## src/rtl/mbist_pkg.sv

```systemverilog
// Shared types for the MBIST March C- sequencing counter.
package mbist_pkg;

  typedef enum logic [2:0] {
    M0_UP_W0   = 3'd0,
    M1_UP_R0W1 = 3'd1,
    M2_UP_R1W0 = 3'd2,
    M3_DN_R0W1 = 3'd3,
    M4_DN_R1W0 = 3'd4,
    M5_DN_R0   = 3'd5
  } march_phase_t;

  typedef enum logic {
    OP_FIRST  = 1'b0,
    OP_SECOND = 1'b1
  } op_slot_t;

  localparam logic [2:0] LAST_PHASE = 3'd5;

  // Unused encodings 6/7 fall back to the first element.
  function automatic march_phase_t next_phase(input march_phase_t p);
    if (p >= LAST_PHASE) begin
      return M0_UP_W0;
    end else begin
      return march_phase_t'(p + 3'd1);
    end
  endfunction

endpackage

```

## src/rtl/mbist_march_decode.sv

```systemverilog
// Combinational decode of (march element, op slot) into operation attributes.
module mbist_march_decode
  import mbist_pkg::*;
(
  input  march_phase_t phase,
  input  logic         op,
  output logic         is_write,
  output logic         data_bit,
  output logic         dir_down,
  output logic         last_op
);

  // Decode table of the six March C- elements.
  always_comb begin
    is_write = 1'b0;
    data_bit = 1'b0;
    dir_down = 1'b0;
    last_op  = 1'b1;
    case (phase)
      M0_UP_W0: begin
        is_write = 1'b1;
        data_bit = 1'b0;
        dir_down = 1'b0;
        last_op  = 1'b1;
      end
      M1_UP_R0W1: begin
        is_write = op;
        data_bit = op;
        dir_down = 1'b0;
        last_op  = op;
      end
      M2_UP_R1W0: begin
        is_write = op;
        data_bit = ~op;
        dir_down = 1'b0;
        last_op  = op;
      end
      M3_DN_R0W1: begin
        is_write = op;
        data_bit = op;
        dir_down = 1'b1;
        last_op  = op;
      end
      M4_DN_R1W0: begin
        is_write = op;
        data_bit = ~op;
        dir_down = 1'b1;
        last_op  = op;
      end
      M5_DN_R0: begin
        is_write = 1'b0;
        data_bit = 1'b0;
        dir_down = 1'b1;
        last_op  = 1'b1;
      end
      default: begin
        is_write = 1'b0;
        data_bit = 1'b0;
        dir_down = 1'b0;
        last_op  = 1'b1;
      end
    endcase
  end

endmodule

```

## src/rtl/mbist_march_counter.sv

```systemverilog
// March C- sequencing counter: drives address, data and strobes to the memory under test.
// Optional MBIST_CHECKERBOARD_EN selects a checkerboard data background instead of solid.
module mbist_march_counter
  import mbist_pkg::*;
#(
  parameter int ADDR_W = 4,
  parameter int DATA_W = 8
) (
  input  logic              clk,
  input  logic              rst_n,
  input  logic              ld,
  input  logic              en,
  output logic [ADDR_W-1:0] addr,
  output logic [DATA_W-1:0] wdata,
  output logic [DATA_W-1:0] exp_data,
  output logic              wr_en,
  output logic              rd_en,
  output logic [2:0]        phase,
  output logic              cout
);

  localparam logic [ADDR_W-1:0] IDX_MAX = {ADDR_W{1'b1}};

  march_phase_t      phase_q, phase_d;
  logic [ADDR_W-1:0] idx_q, idx_d;
  op_slot_t          op_q, op_d;

  logic is_write_s;
  logic data_bit_s;
  logic dir_down_s;
  logic last_op_s;
  logic en_act_s;
  logic [DATA_W-1:0] data_s;

`ifdef MBIST_CHECKERBOARD_EN
  function automatic logic [DATA_W-1:0] bg_pattern(input logic odd_addr);
    logic [DATA_W-1:0] p;
    p = {DATA_W{1'b0}};
    for (int i = 0; i < DATA_W; i++) begin
      p[i] = (i % 2 == 1) ^ odd_addr;
    end
    return p;
  endfunction
`endif

  mbist_march_decode u_decode (
    .phase    (phase_q),
    .op       (op_q),
    .is_write (is_write_s),
    .data_bit (data_bit_s),
    .dir_down (dir_down_s),
    .last_op  (last_op_s)
  );

  // State registers.
  always_ff @(posedge clk or negedge rst_n) begin
    if (!rst_n) begin
      phase_q <= M0_UP_W0;
      idx_q   <= {ADDR_W{1'b0}};
      op_q    <= OP_FIRST;
    end else begin
      phase_q <= phase_d;
      idx_q   <= idx_d;
      op_q    <= op_d;
    end
  end

  // Next-state: load clears, enable walks op -> index -> element.
  always_comb begin
    phase_d = phase_q;
    idx_d   = idx_q;
    op_d    = op_q;
    if (ld) begin
      phase_d = M0_UP_W0;
      idx_d   = {ADDR_W{1'b0}};
      op_d    = OP_FIRST;
    end else if (en) begin
      if (!last_op_s) begin
        op_d = OP_SECOND;
      end else if (idx_q != IDX_MAX) begin
        op_d  = OP_FIRST;
        idx_d = idx_q + {{(ADDR_W-1){1'b0}}, 1'b1};
      end else begin
        op_d    = OP_FIRST;
        idx_d   = {ADDR_W{1'b0}};
        phase_d = next_phase(phase_q);
      end
    end else begin
      phase_d = phase_q;
      idx_d   = idx_q;
      op_d    = op_q;
    end
  end

  // Strobes are held low while reset is asserted even if en is high.
  assign en_act_s = en & rst_n;

  // Down elements mirror the index: (N-1) - idx is the bitwise inverse.
  assign addr = dir_down_s ? ~idx_q : idx_q;

`ifdef MBIST_CHECKERBOARD_EN
  assign data_s = {DATA_W{data_bit_s}} ^ bg_pattern(addr[0]);
`else
  assign data_s = {DATA_W{data_bit_s}};
`endif

  assign wdata    = is_write_s ? data_s : {DATA_W{1'b0}};
  assign exp_data = is_write_s ? {DATA_W{1'b0}} : data_s;
  assign wr_en    = en_act_s & is_write_s;
  assign rd_en    = en_act_s & ~is_write_s;
  assign phase    = phase_q;
  assign cout     = en_act_s & (phase_q == M5_DN_R0) & (idx_q == IDX_MAX);

endmodule
```

## config.mk

```make
export PLATFORM = sky130hd
export DESIGN_NAME = mbist_march_counter
export DESIGN_NICKNAME = d
export VERILOG_FILES = /design/src/rtl/mbist_pkg.sv /design/src/rtl/mbist_march_decode.sv /design/src/rtl/mbist_march_counter.sv
export SDC_FILE = /design/constraint.sdc
export NUM_CORES = 1
export LEC_CHECK = 0
export ABC_AREA = 1
export BUFFER_PORTS_ARGS = -buffer_cell sky130_fd_sc_hd__buf_2
export CORE_MARGIN = 5
export CORE_UTILIZATION = 48
export CTS_CLUSTER_DIAMETER = 30
export CTS_CLUSTER_SIZE = 40
export DETAILED_ROUTE_END_ITERATION = 7
export PLACE_DENSITY = 0.77
export SYNTH_ARGS = -nofsm -noshare
export SYNTH_HDL_FRONTEND = slang
export SYNTH_SLANG_ARGS = --single-unit
```

## constraint.sdc

```tcl
create_clock -name clk -period 2.2 [get_ports clk]
set_input_delay 0.44 -clock clk [delete_from_list [all_inputs] [get_ports clk]]
set_output_delay 0.44 -clock clk [all_outputs]
set_load 0.05 [all_outputs]
```

==> impl_metrics.json <==
{
  "crit_buf_inv": 2,
  "fillers": 122,
  "clk_path_buf_depth": 2,
  "diodes": 0,
  "cts_sinks": 8,
  "tightest_slew_ps": 394.4,
  "rows": 15,
  "cts-buffers-inserted": 3,
  "slew_viol_final": 0,
  "maxSlewHeadroom": 0.7371,
  "regArea_sq_um": 203.9,
  "wl_microns": 1831,
  "layout-drive-gt1-share": 0.6134,
  "ctsHoldBuffers": 0,
  "max_stage_delay_ps": 450,
  "clkTransAtPathRegs_ps": 60,
  "core_area_sq_um": 1670,
  "die_area_sq_um": 2637,
  "worst_slack_ps": 1.719,
  "synth.distinct_cells": 26,
  "die_w_microns": 51.35,
  "crit_family": "flip-flops",
  "cp.arrival_ps": 1760,
  "overflow": 0,
  "min_path_type": "in -> async",
  "ant_nets": 0,
  "syn-num-nets": 108,
  "initial_core_util": 0.4914,
  "crit_type": "reg -> out",
  "synth_area_sq_um": 820.8,
  "fin_worst_skew_ps": 12.36,
  "final_nets": 130,
  "place.port_buffers": 29,
  "post_drt_wl_per_cell_microns": 13.46,
  "cp_cell_sequence": "buf_6, ha_4, o21ai_4, nand2_4, a211oi_4, buf_6",
  "die_h_microns": 51.35,
  "post-route-period-util": 0.9992,
  "synth_warnings": 0,
  "setup_violations": 0,
  "drc": 0,
  "post-route-min-period_ps": 2198,
  "avgSynthCellArea_sq_um": 8.375,
  "netlist_instances": 98,
  "root_buffer": "clkbuf_4",
  "crit_path_start_kind": "flop",
  "grt_first_pass_wirelength_microns": 2746,
  "avgViaCountPerCell": 5.206,
  "routed-via-count": 708,
  "cts_tree": "yes",
  "seq_area_frac_synth": 0.2439,
  "dp_hpwl_microns": 1365,
  "cp_data_required_time_ps": 1760,
  "grt_usage": 0.1356,
  "drt_first_iter_violations": 9,
  "gp_congestion": 0.7748,
  "antenna_found_initial": 0,
  "grt_start_max_net_pins": 10,
  "area_delta_synth_final_pct": 44.66,
  "ios": 30,
  "ys_seq_elements": 8,
  "rsz0062_at_grt": "true",
  "htree_levels": 1,
  "fmax_ghz": 0.4549,
  "final_hold_viol_count": 0,
  "slowest_stage": "dfrtp_2",
  "crit_path_max_fanout": 4,
  "hold_ws_ps": 91.74,
  "preCtsSetupSlack_ps": 134.5,
  "outcome": "completed",
  "drv_cap": 0,
  "worstSkewPairLatency_ps": 260,
  "drtPass1Iterations": 4,
  "multi_input_area_sq_um": 624.3,
  "grt_pass1_vias": 628,
  "end_kind": "output port",
  "crit_top_cell": "buf_6",
  "r2r_setup_slack_ps": 730
}
-- placed cells by master, fill, tap and decap left out, types with 2 or more instances in the layout --
cell      count
nand2_1      18
ha_4          4
dfrtp_2       3
a211oi_4      2
buf_2         7
nand2_4       2
nand4_1       3
a21oi_1       2
dfrtp_1       5
buf_4        12
inv_2         3
nand2_8       2
nand3_1       3
o21ai_2       4
or2_1         2
clkbuf_4      3
xor2_2        4
nor2_1        4
inv_1         3
buf_6        14
-- state kept, by name (all words and copies together) (netlist names) --
register and count:
idx_q 4, phase 3, op_q 1
-- synthesized netlist by cell type --
library cell	instances	area [sq um]
a211oi_1	2	15.01
a21o_1	1	7.510
a21oi_1	3	15.01
a21oi_4	1	16.27
a22o_1	1	8.760
buf_4	14	105.1
buf_6	2	22.52
dfrtp_1	8	200.2
ha_1	6	75.07
inv_1	6	22.52
inv_4	1	6.260
nand2_1	20	75.07
nand2_4	1	11.26
nand2_8	2	40.04
nand3_1	3	15.01
nand3_2	2	20.02
nand4_1	3	18.77
nor2_1	6	22.52
nor3_1	1	5.000
o21a_1	1	7.510
o21ai_0	1	5.000
o21ai_2	5	43.79
or2_1	2	12.51
or2_2	1	6.260
xnor2_1	1	8.760
xor2_1	4	35.03
-- area by class of cell --
| cell class | instances | share of cell area |
|---|---|---|
| Multi-Input combinational cell | 67 | 0.5258 |
| Timing Repair Buffer | 33 | 0.2381 |
| Sequential cell | 8 | 0.1718 |
| Inverter | 7 | 0.02424 |
| Clock buffer | 4 | 0.02213 |
| Tap cell | 17 | 0.01791 |
-- per-layer routing --
layer | track usage | vias to the layer above | routed length [microns]
met2 | 0.2468 | 25 | 911
met1 | 0.1598 | 338 | 751
met4 | 0.05240 | 0 | 26
met3 | 0.01749 | 4 | 142
li1 | - | 341 | -
met5 | 0 | - | 0
-- what timing repair did --
item	CTS	global route
gates resized for setup	15	41
endpoints found under the setup margin	14	22
pin swaps	0	6
cloned	0	0
buffers inserted	2	0
-- logic make-up (layout without fill, tap and decap cells) --
kind of cell	count (synthesis)	count (layout)	synth area share
xor gates and xnor gates	5	5	0.05335
buffers and inverters	23	44	0.1905
adders and majority gates	6	6	0.09146
and+or+nand+nor	41	41	0.2759
AOI/OAI and AO/OA	15	15	0.1448
DFF	8	8	0.2439
-- final timing paths --
path	cells past startpoint	from	endpoint
max	6	phase[1]	rd_en
min	2	rst_n	op_q
max reg2reg	8	phase[1]	phase[1]
min reg2reg	2	phase[2]	phase[2]
max in group asynchronous	2	rst_n	idx_q[1]
min in group clk	4	ld	idx_q[1]
-- per-stage QoR --
stage	cells	util	TNS, ps	cell area, sq um
4_1_cts	136	0.6285	-71.61	1050
6_report	136	0.7109	0	1187
3_3_place_gp	130	0.5805	0	969.7
2_1_floorplan	98	-	-1326	942.2
5_1_grt	136	0.7109	-399.1	1187
3_5_place_dp	130	0.5805	0	969.7
Power is not shown: default switching activity piles up to over one toggle a cycle in this logic, so the estimate is an artifact.
